$ cat src/rtl/challenge_descrambler_pkg.sv
// Shared definitions for the challenge scrambler/descrambler pair: word width,
// feedback taps, FSM states and the tap feedback function.
package challenge_descrambler_pkg;
  localparam int CHAL_W = 8;
  localparam logic [CHAL_W-1:0] DEFAULT_FB_TAPS = 8'hB8;

  typedef enum logic {SEED, RUN} state_t;

  // XNOR over the tapped history bits; masked-off zeros do not change parity
  function automatic logic fb_xnor(input logic [CHAL_W-1:0] hist,
                                   input logic [CHAL_W-1:0] taps);
    return ~^(hist & taps);
  endfunction
endpackage

$ cat src/rtl/descramble_step.sv
// One descrambling step: undo the history mask and compute the next feedback bit.
module descramble_step
  import challenge_descrambler_pkg::*;
#(
  parameter logic [CHAL_W-1:0] FB_TAPS = DEFAULT_FB_TAPS
) (
  input  logic [CHAL_W-1:0] prev,
  input  logic              fb,
  input  logic [CHAL_W-1:0] in_data,
  output logic [CHAL_W-1:0] recovered,
  output logic              fb_next
);
  assign recovered = in_data ^ {prev[CHAL_W-2:0], fb};
  assign fb_next   = fb_xnor(prev, FB_TAPS);
endmodule

$ cat src/rtl/challenge_descrambler.sv
// Self-synchronising challenge descrambler with a one-word output buffer,
// seed/run FSM and saturating accepted-word counter.
module challenge_descrambler
  import challenge_descrambler_pkg::*;
#(
  parameter logic [CHAL_W-1:0] FB_TAPS = DEFAULT_FB_TAPS
) (
  input  logic              clk,
  input  logic              rst,
  input  logic              sync_clear,
  input  logic              in_valid,
  output logic              in_ready,
  input  logic [CHAL_W-1:0] in_data,
  output logic              out_valid,
  input  logic              out_ready,
  output logic [CHAL_W-1:0] out_data,
  output logic [7:0]        word_count,
  output logic              seeded
);
  state_t            state;
  logic [CHAL_W-1:0] prev;
  logic              fb;
  logic [CHAL_W-1:0] recovered;
  logic              fb_next;
  logic              in_xfer;
  logic              out_xfer;

  descramble_step #(.FB_TAPS(FB_TAPS)) u_step (
    .prev      (prev),
    .fb        (fb),
    .in_data   (in_data),
    .recovered (recovered),
    .fb_next   (fb_next)
  );

  // Buffer can take a word when empty or being drained this same cycle
  assign in_ready = !sync_clear && (!out_valid || out_ready);
  assign in_xfer  = in_valid && in_ready;
  assign out_xfer = out_valid && out_ready;
  assign seeded   = (state == RUN);

  always_ff @(posedge clk or posedge rst) begin
    if (rst) begin
      state      <= SEED;
      out_valid  <= 1'b0;
      out_data   <= '0;
      prev       <= '0;
      fb         <= 1'b0;
      word_count <= '0;
    end else if (sync_clear) begin
      state      <= SEED;
      out_valid  <= 1'b0;
      prev       <= '0;
      fb         <= 1'b0;
      word_count <= '0;
    end else if (in_xfer) begin
      out_valid <= 1'b1;
      prev      <= in_data;
      if (state == SEED) begin
        // Seed word passes through unchanged and primes the history
        out_data   <= in_data;
        fb         <= 1'b0;
        word_count <= 8'd1;
        state      <= RUN;
      end else begin
        out_data   <= recovered;
        fb         <= fb_next;
        word_count <= (word_count == 8'hFF) ? 8'hFF : word_count + 8'd1;
      end
    end else if (out_xfer) begin
      out_valid <= 1'b0;
    end
  end
endmodule

$ cat config.mk
export PLATFORM = sky130hd
export DESIGN_NAME = challenge_descrambler
export DESIGN_NICKNAME = d
export VERILOG_FILES = /design/src/rtl/challenge_descrambler_pkg.sv /design/src/rtl/descramble_step.sv /design/src/rtl/challenge_descrambler.sv
export SDC_FILE = /design/constraint.sdc
export NUM_CORES = 1
export LEC_CHECK = 0
export ABC_AREA = 1
export BUFFER_PORTS_ARGS = -buffer_cell sky130_fd_sc_hd__buf_2
export CORE_MARGIN = 2
export CORE_UTILIZATION = 48
export DETAILED_ROUTE_END_ITERATION = 7
export PLACE_DENSITY_LB_ADDON = 0.1
export SYNTH_ARGS = -nofsm -noshare
export SYNTH_HDL_FRONTEND = slang
export SYNTH_HIERARCHICAL = 1
export SYNTH_SLANG_ARGS = --single-unit
$ cat constraint.sdc
create_clock -name clk -period 1.1 [get_ports clk]
set_clock_uncertainty 0.05 [all_clocks]
set_input_delay 0.055 -clock clk [delete_from_list [all_inputs] [get_ports clk]]
set_output_delay 0.055 -clock clk [all_outputs]
set_load 0.01 [all_outputs]
## After elaboration in Yosys (flattened, before gate mapping)

Cells that the tools add are included.

- Output and inout bits: 19
- Word-level logic and storage cells: 35
- Register bits after elaboration: 27

- $add $sub $neg: 1
- Bitwise logic cells: 2
- Reduce and logical (&&, ||, !) cells: 10
- Equality and inequality tests: 1
- Mux-type cells: 15

Operators with widths:

| kind | count |
|---|---|
| 8-bit 2-to-1 mux | 7 |
| 8-bit by 1-bit adder with 8-bit output, second input constant | 1 |
| 8-bit == test, second input constant | 1 |
| 1-bit 2-to-1 mux | 8 |
| 8-bit XNOR reduction | 1 |
| 8-bit XOR | 1 |
| 1-bit logical AND | 3 |
| 3-bit nonzero test | 1 |
| 1-bit logical NOT | 2 |
| 2-bit AND reduction | 1 |
| 2-bit nonzero test | 1 |
| 1-bit logical OR | 1 |
| 1-bit NOT | 1 |

## Logic depth before layout (Yosys ltp)

Gate-level depths: netlist of the first run.

- Depth after elaboration: 6
- Depth in mapped cells: 8

## Cells and area by module

The synthesis of the first run kept the hierarchy.

Modules (own cells, without submodules):

| module | area each (µm²) | times used | sequential area each (µm²) | cells an instance |
|---|---|---|---|---|
| challenge_descrambler | 1333.8 | 1 | 675.6 | 174 |
| descramble_step | 122.6 | 1 | 0.0 | 22 |

## Worst setup path before layout of the first run

OpenSTA, ideal clock, no wires.

- Path kind: register to register
- Start point: reg out_valid
- End point: reg out_data[0]
- Required time: 933 ps
- Stages on the path, launching flop included: 8
- Data arrival time: 1180 ps
- Library setup time: 117 ps
- Setup slack: -247 ps
- Cell sequence: dfrtp_1 > inv_1 > nor2_2 > nor2_1 > nand2_2 > buf_4 > nand2_1 > nand2_1

- Cells in the longest elaborated chain, start to end: 5

RTL lines:

| what | RTL line | source |
|---|---|---|
| start: declaration | challenge_descrambler.sv:14 | `output logic out_valid,` |
| start signal: assignment | challenge_descrambler.sv:45 | `out_valid <= 1'b0;` |
| start signal: assignment | challenge_descrambler.sv:52 | `out_valid <= 1'b0;` |
| start signal: assignment | challenge_descrambler.sv:57 | `out_valid <= 1'b1;` |
| 1-bit logical NOT | challenge_descrambler.sv:37 | `assign in_ready = !sync_clear && (!out_valid \|\| out_ready);` |
| 1-bit logical OR | challenge_descrambler.sv:37 |  |
| 1-bit logical AND | challenge_descrambler.sv:37 |  |
| net in_ready | challenge_descrambler.sv:12 | `output logic in_ready,` |
| 1-bit logical AND | challenge_descrambler.sv:38 | `assign in_xfer = in_valid && in_ready;` |
| 2-bit AND reduction (no source line) | n/a |  |
| end signal: assignment | challenge_descrambler.sv:61 | `out_data <= in_data;` |
| end signal: assignment | challenge_descrambler.sv:66 | `out_data <= recovered;` |
| end: declaration | challenge_descrambler.sv:16 | `output logic [CHAL_W-1:0] out_data,` |

The timed path passes the listed nets, and every way through them passes these cells.
A chain may end at the register's enable or synchronous reset.

## Worst setup path in the final report of the first run

- Start point: reg out_valid
- End point: reg prev[7]

- Cells in the longest elaborated chain, start to end: 5

RTL lines:

| what | RTL line | source |
|---|---|---|
| 1-bit logical NOT | challenge_descrambler.sv:37 |  |
| 1-bit logical OR | challenge_descrambler.sv:37 |  |
| 1-bit logical AND | challenge_descrambler.sv:37 |  |
| 1-bit logical AND | challenge_descrambler.sv:38 |  |
| 2-bit nonzero test (no source line) | n/a |  |
| end signal: assignment | challenge_descrambler.sv:58 | `prev <= in_data;` |
| end: declaration | challenge_descrambler.sv:21 | `logic [CHAL_W-1:0] prev;` |

Every way passes these cells.

==> results of run 1 <==
[layer usage]
layer / vias up / share of wire, %
met1: 709 / 39
met5: - / 0
met2: 25 / 58
met3: 2 / 2.4
li1: 740 / -
met4: 0 / 0.62
[worst max-delay path, cell delays in order (launching register included)]
cell,delay [ps]
dfrtp_1,390
inv_2,60
nor2_4,160
nor3_4,70
nor2_4,180
buf_6,170
nand2_2,50
o21ai_2,50
[flip-flops by register name (all words and copies together) (netlist names)]
| register | cells |
|---|---|
| prev | 8 |
| fb | 1 |
| word_count | 8 |
| out_valid | 1 |
| seeded | 1 |
| out_data | 8 |
[placed cells by master, fill, tap and decap left out]
| master | synthesis | layout |
|---|---|---|
| buf_2 | 1 | 23 |
| buf_4 | 1 | 12 |
| buf_6 | 1 | 21 |
| clkbuf_1 | 1 | 1 |
| clkbuf_4 | 0 | 3 |
| dfrtp_1 | 27 | 26 |
| dfrtp_2 | 0 | 1 |
| dlygate4sd3_1 | 0 | 11 |
| ha_2 | 0 | 1 |
| inv_1 | 23 | 21 |
| inv_2 | 1 | 2 |
| inv_4 | 0 | 1 |
| nand2_1 | 82 | 71 |
| nand2_2 | 3 | 12 |
| nand2_4 | 0 | 2 |
| nand3_1 | 9 | 6 |
| nand3_2 | 0 | 2 |
| nand3_4 | 0 | 1 |
| nand3b_1 | 1 | 1 |
| nand4_1 | 1 | 1 |
| nor2_1 | 11 | 8 |
| nor2_2 | 1 | 1 |
| nor2_4 | 2 | 5 |
| nor3_4 | 1 | 1 |
| o21ai_0 | 20 | 11 |
| o21ai_1 | 0 | 5 |
| o21ai_2 | 1 | 5 |
| xor2_1 | 8 | 8 |
[power by group through the flow]
stage	Sequential [mW]	Combinational (mW)	Clock, mW
finish	1.14	0.570	0.425
global route	1.16	0.629	0.474
CTS	1.14	0.540	0.448
detailed placement	1.16	0.466	0
global placement	1.15	0.452	0
floorplan	1.19	0.233	0
[what timing repair did]
| item | 4_1_cts | 5_1_grt |
|---|---|---|
| gates resized for setup | 28 | 23 |
| hold endpoints to repair | 36 | 0 |
| pin swaps | 11 | 9 |
| buffers inserted | 10 | 1 |
| endpoints found under the setup margin | 34 | 34 |
| hold buffers | 11 | 0 |
[area by class of cell]
cell class	instances	share of cell area, %
multi-input cells	141	35.5
repair buffers	67	25.7
flip-flops and latches	27	31.5
clock buffers	4	1.22
well taps	31	1.80
inverters	24	4.31
[how the worst max path moves through the flow]
stage / startpoint / to / slack (ps)
after global routing: out_valid$_DFFE_PP0P_ / prev[0]$_DFFE_PP0P_ / -210
after CTS: out_valid$_DFFE_PP0P_ / word_count[1]$_DFFE_PP0P_ / -110
final: out_valid$_DFFE_PP0P_ / prev[7]$_DFFE_PP0P_ / -150
after floorplan: out_valid$_DFFE_PP0P_ / word_count[1]$_DFFE_PP0P_ / -200
after global placement: word_count[0]$_DFFE_PP0P_ / word_count[1]$_DFFE_PP0P_ / -120
after detailed placement: word_count[0]$_DFFE_PP0P_ / word_count[5]$_DFFE_PP0P_ / -140
[cells by family after synthesis]
group                    Yosys count  synth area share (%)
buffers and inverters             28                  8.07
AO/OA/AOI/OAI                     21                  7.47
AND/OR/NAND/NOR                  111                  32.4
XOR/XNOR                           8                  4.81
flip-flops                        27                  46.4
adder cells (fa/ha/maj)            1                 0.859
==> metrics.txt, run 1 <==
outcome finished, violations left; failing checks setup timing; FF-to-FF Start out_valid$_DFFE_PP0P_; clock buffer count from CTS 3; HPWL after detailed placement roughly 2500 µm; area leader, netlist dfrtp_1; post-route setup TNS -2980 ps; Synth warnings 6; cell depth of the worst flop-to-flop path 7; data required time of the critical path roughly 1300 ps; final core utilization between 70% and 80%; sequential standard cell area between 600 and 700 µm²; overall track demand over capacity in global routing a little under a quarter; Hold Crit Endpoint seeded$_DFFE_PP0P_; PortBufs 31; first-pass iteration count of the detailed router 4; multi-input combinational cell area around 760 µm²; worst hold slack after final layout 21.5 ps; NetSw between 600 and 700 µW; Detailed Route Iter0 Violations 68; number of H-tree levels 1; number of cells in the finished layout apart from fillers 294; routed wire length per instance 12.6 µm; Fillers between 200 and 250; Final Wtd Congestion 0.828; Post-synth ARST share 100%; total power draw between 2 and 2.5 mW; pwr dens 995 nW/µm²; largest net degree at the start of global routing 28; Final Cell Area 2150 µm²; clock insertion delay at the later pin of the skew report 320 ps; Max Fclk 799 MHz; number of global-route vias before repair about 1.5k; fraction of layout instances using a drive strength above 1 35.4%; antenna violations before repair 0; synthesized area about 1500 µm²; instance count along the most critical hold path 2; worst setup slack for register-to-register paths -150 ps; fraction of met2 tracks used by global routing roughly half; post-route clock period utilization 114%; antenna diode count 0; leakage power of the design roughly 1.2 nW; Commonest cells post-synth nand2_1, dfrtp_1, inv_1; capturing element type of the critical path flip-flop; Slew Limit Fails 0; area of the core region between 2000 and 3000 µm²; count of endpoints failing hold in the final timing report 0; total overflow reported by the global router 0; unrepaired setup endpoints after global routing true; flop and latch count out of synthesis 27; ratio of routed vias to standard cells ~5; drt drc 0; net switching fraction of the power 30.4%; met3 track demand over resource ~2.0%; crit path setup slack, layout -152 ps; setup-violating endpoint count in the final report 29; part of the total power dissipated in sequential elements between 50% and 60%; initial core utilization about half; internal power consumption roughly 1.5 mW; syn_area_per_cell approximately 7.4 µm²; worst-case clock buffer depth 2; total placed cells including tap cells 269; count of flip-flops with a built-in enable after synthesis 0; global routing usage on met1 26.4%; Combinational Power Share 26.7%; Setup CP Type flip-flop to flip-flop; via count 1476; clock power share around a fifth; post-synth top area share a little under half; GRT busiest layer met2; clock slew at reported path FFs 140 ps; maximum fanout along the worst path 6; endpoint of the worst-slack reg-to-reg timing path prev[7]$_DFFE_PP0P_; worst slack at placement -143 ps; sequential share of the synthesized area 46.4%; die area approximately 3500 µm²; root buffer cell clkbuf_4; clock tree sinks 27; Worst setup SP type flip-flop; class of the most critical hold timing path input pin to flip-flop; post-route minimum period 1250 ps; Cell Area, Placed ~1800 µm²; total wire length roughly 3700 µm; count of maximum capacitance violations 0; number of rows created at floorplan 19; wire length of the first global-routing pass roughly 6300 µm; largest cells by area after synthesis dfrtp_1, nand2_1, o21ai_0; most common cell in the netlist nand2_1; Max transition margin 76.5%; vertical die dimension about 60 µm; distinct cell type count after synthesis 20; Gate Count Post-Synth between 150 and 200; TritonCTS clock tree built; Post-Synthesis Net Count 210; Post-layout nets around 280; area delta synth->final 47.6%; post-detailed-route count of antenna-violating nets 0; chip width approximately 59 µm; hold path start sync_clear; slew of the pin with the lowest slew margin between 300 and 400 ps; ports placed on the boundary 32; Most used DFF post-synth dfrtp_1; peak ir drop on the vdd network about 0.00068 V; crit path DAT about 1500 ps
Power figures use the tool's default switching activity.
==> run 2: changes to the inputs <==
- ABC_AREA: 1 -> not set
- CORE_UTILIZATION: 48 -> 35
==> run 2 against run 1 <==
  * Maximum frequency fell by 8.2%
  * Utilization is 15 points lower
  * Flip-flop and latch count unchanged
  * First-iteration DRC count decreased by 15%
  * The flow still finishes with violations (setup timing)
  * Clock power up 40%
  * Cell count is 9.2% lower
  * Highest routed layer unchanged
  * Largest power group unchanged
==> metrics.txt, run 2 <==
outcome finished, violations left; failing checks setup timing; worst-case clock buffer depth 2 (unchanged); via count 1351 (-8.5%); worst hold slack after final layout 29.1 ps (+7.60 ps); PortBufs 31 (unchanged); post-route clock period utilization 124% (+10 points); wire length of the first global-routing pass 5790 µm (-8.1%); Commonest cells post-synth dfrtp_1, nand2_1, a21oi_1, o21ai_0, nor2_1; Synth warnings 6 (unchanged); chip width 67.1 µm (+13%); Setup CP Type flip-flop to flip-flop; total power draw 2.46 mW (+15%); Post-synth ARST share 100% (unchanged); worst slack at placement -274 ps (-131 ps); commonest cells after routing, fill and taps aside buf_2, dfrtp_1, buf_4; first-pass iteration count of the detailed router 4 (unchanged); clock insertion delay at the later pin of the skew report 280 ps (-40 ps); largest cells by area after synthesis dfrtp_1, mux2i_1, nand2_1; synthesized area 1390 µm² (-4.5%); largest net degree at the start of global routing 29 (+3.6%); area of the core region 3740 µm² (+32%); setup-violating endpoint count in the final report 28 (-3.4%); post-route minimum period 1360 ps (+112 ps); most common cell in the netlist dfrtp_1; overall track demand over capacity in global routing 17.2% (-6.7 points); Max Fclk 733 MHz (-8.2%); number of H-tree levels 1 (unchanged); routed wire length per instance 14.6 µm (+16%); worst setup slack for register-to-register paths -260 ps (-110 ps); ratio of routed vias to standard cells 5.06 (+0.79%); initial core utilization 37.2% (-14 points); pwr dens 1070 nW/µm² (+7.4%); Post-Synthesis Net Count 157 (-25%); Fillers 350 (+58%); fraction of layout instances using a drive strength above 1 53.0% (+18 points); area leader, netlist dfrtp_1; post-synth top area share 48.6% (+2.2 points); Worst setup SP type flip-flop; Detailed Route Iter0 Violations 58 (-15%); Gate Count Post-Synth 143 (-27%); slew of the pin with the lowest slew margin 359 ps (+7.19 ps); count of maximum capacitance violations 0 (unchanged); vertical die dimension 67.1 µm (+13%); antenna violations before repair 0 (unchanged); crit path setup slack, layout -264 ps (-112 ps); unrepaired setup endpoints after global routing true; drt drc 0 (unchanged); most common library cell in the layout ignoring fill and taps buf_2; total wire length 3890 µm (+4.9%); crit path DAT 1540 ps (+80 ps); count of endpoints failing hold in the final timing report 0 (unchanged); TritonCTS clock tree built; flop and latch count out of synthesis 27 (unchanged); area delta synth->final 65.1%; Post-layout nets 234 (-16%); number of rows created at floorplan 22 (+3); number of global-route vias before repair 1236 (-16%); clock buffer count from CTS 3 (unchanged); antenna diode count 0 (unchanged); HPWL after detailed placement 2370 µm (-5.2%); post-detailed-route count of antenna-violating nets 0 (unchanged); peak ir drop on the vdd network 0.000670 V (-1.3%); count of flip-flops with a built-in enable after synthesis 0 (unchanged); capturing element type of the critical path flip-flop; Final Wtd Congestion 0.811 (-2.1%); die area 4500 µm² (+29%); leakage power of the design 1.08 nW (-6.8%); clock tree sinks 27 (unchanged); post-route setup TNS -5130 ps (-2150 ps); distinct cell type count after synthesis 35 (+75%); Most used DFF post-synth dfrtp_1; sequential share of the synthesized area 48.6% (+2.2 points); class of the most critical hold timing path input pin to flip-flop; root buffer cell clkbuf_8; data required time of the critical path 1280 ps (-20 ps); leading registers by flop count out_data: 8 flops, prev: 8 flops, word_count: 8 flops; ports placed on the boundary 32 (unchanged); Max transition margin 76.1% (-0.48 points); Slew Limit Fails 0 (unchanged); total overflow reported by the global router 0 (unchanged); clock slew at reported path FFs 100 ps (-40 ps); syn_area_per_cell 9.73 µm² (+31%); maximum fanout along the worst path 5 (-1)
run 2: cell count changes after synthesis, moves of 3 or more:
cell,delta
a21oi_1,+14
a22o_1,+3
a31oi_1,+3
and3_1,+3
inv_1,-20
mux2i_1,+8
nand2_1,-63
nand2_2,-3
nand3_1,-6
o21ai_0,-6
xnor2_1,+3
run 2: cells by family (layout without fill, tap and decap cells):
| kind of cell | count (synthesis) | in the layout | synth area share, % |
|---|---|---|---|
| compound gates | 41 | 41 | 17.1 |
| xor+xnor | 11 | 11 | 6.93 |
| fa+ha+maj | 1 | 1 | 0.899 |
| buf+inv | 10 | 86 | 3.87 |
| flops | 27 | 27 | 48.6 |
| mux | 8 | 8 | 5.76 |
| simple gates | 45 | 45 | 16.9 |
run 2: area by class of cell:
| class | count | area (µm²) | area share, % |
|---|---|---|---|
| Multi-Input combinational cell | 106 | 821 | 35.7 |
| Sequential cell | 27 | 681 | 29.6 |
| Timing Repair Buffer | 77 | 667 | 29.0 |
| Tap cell | 48 | 60.1 | 2.61 |
| Clock buffer | 4 | 45.0 | 1.96 |
| Inverter | 5 | 23.8 | 1.03 |
run 2: path summary, 6_finish.rpt:
| check | start | to | cells after the start |
|---|---|---|---|
| min in group asynchronous | rst | out_data[0]$_DFFE_PP0P_ | 4 |
| hold / removal | sync_clear | out_valid$_DFFE_PP0P_ | 3 |
| max in group asynchronous | rst | word_count[1]$_DFFE_PP0P_ | 4 |
| hold reg to reg | out_data[4]$_DFFE_PP0P_ | out_data[4]$_DFFE_PP0P_ | 2 |
| setup / recovery | out_valid$_DFFE_PP0P_ | word_count[7]$_DFFE_PP0P_ | 4 |
| setup reg to reg | out_valid$_DFFE_PP0P_ | word_count[7]$_DFFE_PP0P_ | 4 |
run 2: what timing repair did:
action | CTS | global route
gates cloned | 0 | 4
hold endpoints to repair | 35 | 0
setup buffers | 4 | 5
resized for setup | 12 | 55
pin swaps | 7 | 13
setup endpoints to repair | 30 | 31
hold buffers | 9 | 0
run 2: power by group:
part	internal (mW)	leakage [nW]	switching, mW
Clock	0.261	0.0228	0.336
Sequential	1.08	0.337	0.0825
Combinational	0.368	0.724	0.326
run 2: worst max-delay path, cell delays in order (launching register included):
cell and delay, ps:
dfrtp_1 390, and2b_4 200, or3_4 370, a31oi_1 160
o22a_1 140
run 2: routing by layer:
| layer | share of wire (%) | up-vias | global-route usage [%] |
|---|---|---|---|
| met5 | 0 | - | 0 |
| met3 | 3.1 | 4 | 1.52 |
| met2 | 47 | 27 | 27.2 |
| met4 | 1.1 | 0 | 8.93 |
| li1 | - | 652 | - |
| met1 | 48 | 668 | 23.2 |
run 2: through the flow:
step | cell area [µm²] | util [%] | cells
6_report | 2300 | 61.4 | 267
5_1_grt | 2300 | 61.4 | 267
4_1_cts | 2030 | 54.2 | 260
3_5_place_dp | 1820 | 48.6 | 244
3_3_place_gp | 1820 | 48.6 | 244
2_1_floorplan | 1420 | - | 143
==> run 3: changes to the inputs <==
- ABC_AREA: not set -> 1
- clock period: 1.1 -> 1.5 ns (I/O delays scaled with it)
==> run 3 against run 2 <==
  * Cell count increased by 7.1%
  * Largest power group unchanged
  * Sequential power decreased by 28%
  * The flow now finishes without violations
  * Clock power decreased by 30%
  * Global-route usage decreased by 1.8 points
  * Routed wire length decreased by 18%
==> metrics.txt, run 3 (same netlist as run 1, synthesis figures left out) <==
outcome complete, no violations; leakage power of the design 0.998 nW (-7.9%); first-pass iteration count of the detailed router 4 (unchanged); Max transition margin 75.9% (-0.16 points); chip width 68.5 µm (+2.2%); maximum fanout along the worst path 5 (unchanged); number of cells in the finished layout apart from fillers 286 (+7.1%); Final Cell Area 1780 µm² (-23%); Final Wtd Congestion 0.771 (-4.8%); count of maximum capacitance violations 0 (unchanged); total power draw 1.57 mW (-36%); number of H-tree levels 1 (unchanged); post-route setup TNS 0 ps (+5130 ps); overall track demand over capacity in global routing 15.4% (-1.8 points); worst-case clock buffer depth 2 (unchanged); commonest cells after routing, fill and taps aside nand2_1, buf_2, dfrtp_1; ports placed on the boundary 32 (unchanged); clock slew at reported path FFs 90 ps (about the same); setup-violating endpoint count in the final report 0 (-100%); Post-layout nets 251 (+7.3%); Cell Area, Placed 1720 µm² (-5.5%); root buffer cell clkbuf_8; data required time of the critical path 1620 ps (+340 ps); count of endpoints failing hold in the final timing report 0 (unchanged); maximum cell stage delay along the critical path 430 ps (+40 ps); drt drc 0 (unchanged); leading registers by flop count out_data: 8 flops, prev: 8 flops, word_count: 8 flops; Detailed Route Iter0 Violations 40 (-31%); pwr dens 881 nW/µm² (-18%); number of rows created at floorplan 23 (+4.5%); initial core utilization 36.4% (-0.76 points); clock buffer count from CTS 3 (unchanged); most common library cell in the layout ignoring fill and taps nand2_1; die area 4690 µm² (+4.4%); PortBufs 31 (unchanged); TritonCTS clock tree built; clock tree sinks 27 (unchanged); hold path start sync_clear; clock insertion delay at the later pin of the skew report 270 ps (about the same); total overflow reported by the global router 0 (unchanged); Setup CP Type flip-flop to flip-flop; crit path setup slack, layout 189 ps (+453 ps); FF-to-FF Start word_count[1]$_DFFE_PP0P_; ratio of routed vias to standard cells 4.47 (-12%); wire length of the first global-routing pass 5350 µm (-7.6%); library cell appearing most often on the critical path nand2_1; unrepaired setup endpoints after global routing false; routed wire length per instance 11.1 µm (-24%); instance count along the most critical hold path 2 (-1); vertical die dimension 68.5 µm (+2.2%); antenna violations before repair 0 (unchanged); cell depth of the worst flop-to-flop path 7 (+3); antenna diode count 0 (unchanged); peak ir drop on the vdd network 0.000323 V (-52%); area of the core region 4000 µm² (+6.9%); cells along the critical path ha_1 > nand2_1 > inv_1 > nand2_1 > nor2_1 > o21ai_0 > nand2_1; Slew Limit Fails 0 (unchanged); total wire length 3190 µm (-18%); largest net degree at the start of global routing 28 (-3.4%); post-detailed-route count of antenna-violating nets 0 (unchanged); slew of the pin with the lowest slew margin 362 ps (+2.46 ps); via count 1278 (-5.4%); fraction of layout instances using a drive strength above 1 22.0% (-31 points); total placed cells including tap cells 281 (+15%); post-route clock period utilization 87.4% (-37 points); worst slack at placement 114 ps (+388 ps); Worst setup SP type flip-flop; Hold Crit Endpoint out_valid$_DFFE_PP0P_; endpoint of the worst-slack reg-to-reg timing path word_count[1]$_DFFE_PP0P_; HPWL after detailed placement 2320 µm (-1.9%); class of the most critical hold timing path input pin to flip-flop; capturing element type of the critical path flip-flop; Post-CTS Setup Inserts 0 (-4); Max Fclk 763 MHz (+4.1%); crit path DAT 1430 ps (-110 ps); number of global-route vias before repair 1173 (-5.1%); area delta synth->final 22.2%; cell at the slowest stage of the critical path dfrtp_1; post-route minimum period 1310 ps (-53.4 ps); worst setup slack for register-to-register paths 190 ps (+450 ps)
run 3: cell count changes in the layout (fill, tap and decap cells not counted), moves of 5 or more:
cell | previous run | this run
o21ai_1 | 10 | 0
dlygate4sd3_1 | 9 | 1
buf_6 | 13 | 0
a21oi_2 | 9 | 0
a21oi_1 | 5 | 0
nor2_1 | 3 | 11
mux2i_1 | 8 | 0
nand2_1 | 10 | 82
buf_4 | 22 | 7
inv_1 | 3 | 23
nand3_1 | 3 | 8
o21ai_0 | 1 | 20
run 3: critical path, delay by kind of cell, from the launching register on:
family	cells	cell delay (ps)
DFF	1	430
and+or+nand+nor	4	290
adders and majority gates	1	200
AOI/OAI and AO/OA	1	150
buffers and inverters	1	90
run 3: worst max-delay path by stage:
stage,endpoint,slack (ps),startpoint,cells past startpoint
6_report,word_count[1]$_DFFE_PP0P_,190,word_count[1]$_DFFE_PP0P_,7
3_5_place_dp,word_count[2]$_DFFE_PP0P_,110,word_count[1]$_DFFE_PP0P_,7
3_3_place_gp,word_count[2]$_DFFE_PP0P_,150,word_count[1]$_DFFE_PP0P_,7
4_1_cts,word_count[2]$_DFFE_PP0P_,100,word_count[1]$_DFFE_PP0P_,7
2_1_floorplan,out_data[0]$_DFFE_PP0P_,150,out_valid$_DFFE_PP0P_,7
5_1_grt,word_count[7]$_DFFE_PP0P_,50,word_count[1]$_DFFE_PP0P_,7
run 3: area by class of cell:
| type | instances | area (µm²) |
|---|---|---|
| fill | 429 | 2220 |
| sequential | 27 | 676 |
| multi-input combinational | 141 | 668 |
| timing repair buffer | 40 | 238 |
| inverter | 24 | 90.1 |
| tap | 50 | 62.6 |
| clock buffer | 4 | 45.0 |
run 3: what timing repair did:
action,4_1_cts,5_1_grt
endpoints found under the hold margin,27,0
hold buffers,1,0
endpoints found under the setup margin,0,2
resized for setup,0,1
run 3: routing by layer:
| metal | GRT usage [%] | share of wire [%] | vias up |
|---|---|---|---|
| met2 | 26.4 | 47 | 19 |
| met4 | 6.00 | 1.6 | 0 |
| met5 | 0 | 0 | - |
| li1 | - | - | 676 |
| met3 | 2.44 | 3.1 | 5 |
| met1 | 19.4 | 48 | 578 |
run 3: where the power goes:
part	internal, mW	total [mW]	leakage (nW)	switching [mW]
clock	0.191	0.416	0.0228	0.226
sequential	0.792	0.839	0.356	0.0464
combinational	0.132	0.313	0.619	0.181
run 3: per-stage QoR:
step                utilization [%]  hold slack [ps]
global route                   44.5             15.5
global placement               43.0              111
finish                         44.5             13.2
CTS                            44.4             3.67
floorplan                         -             77.7
detailed placement             43.0              118
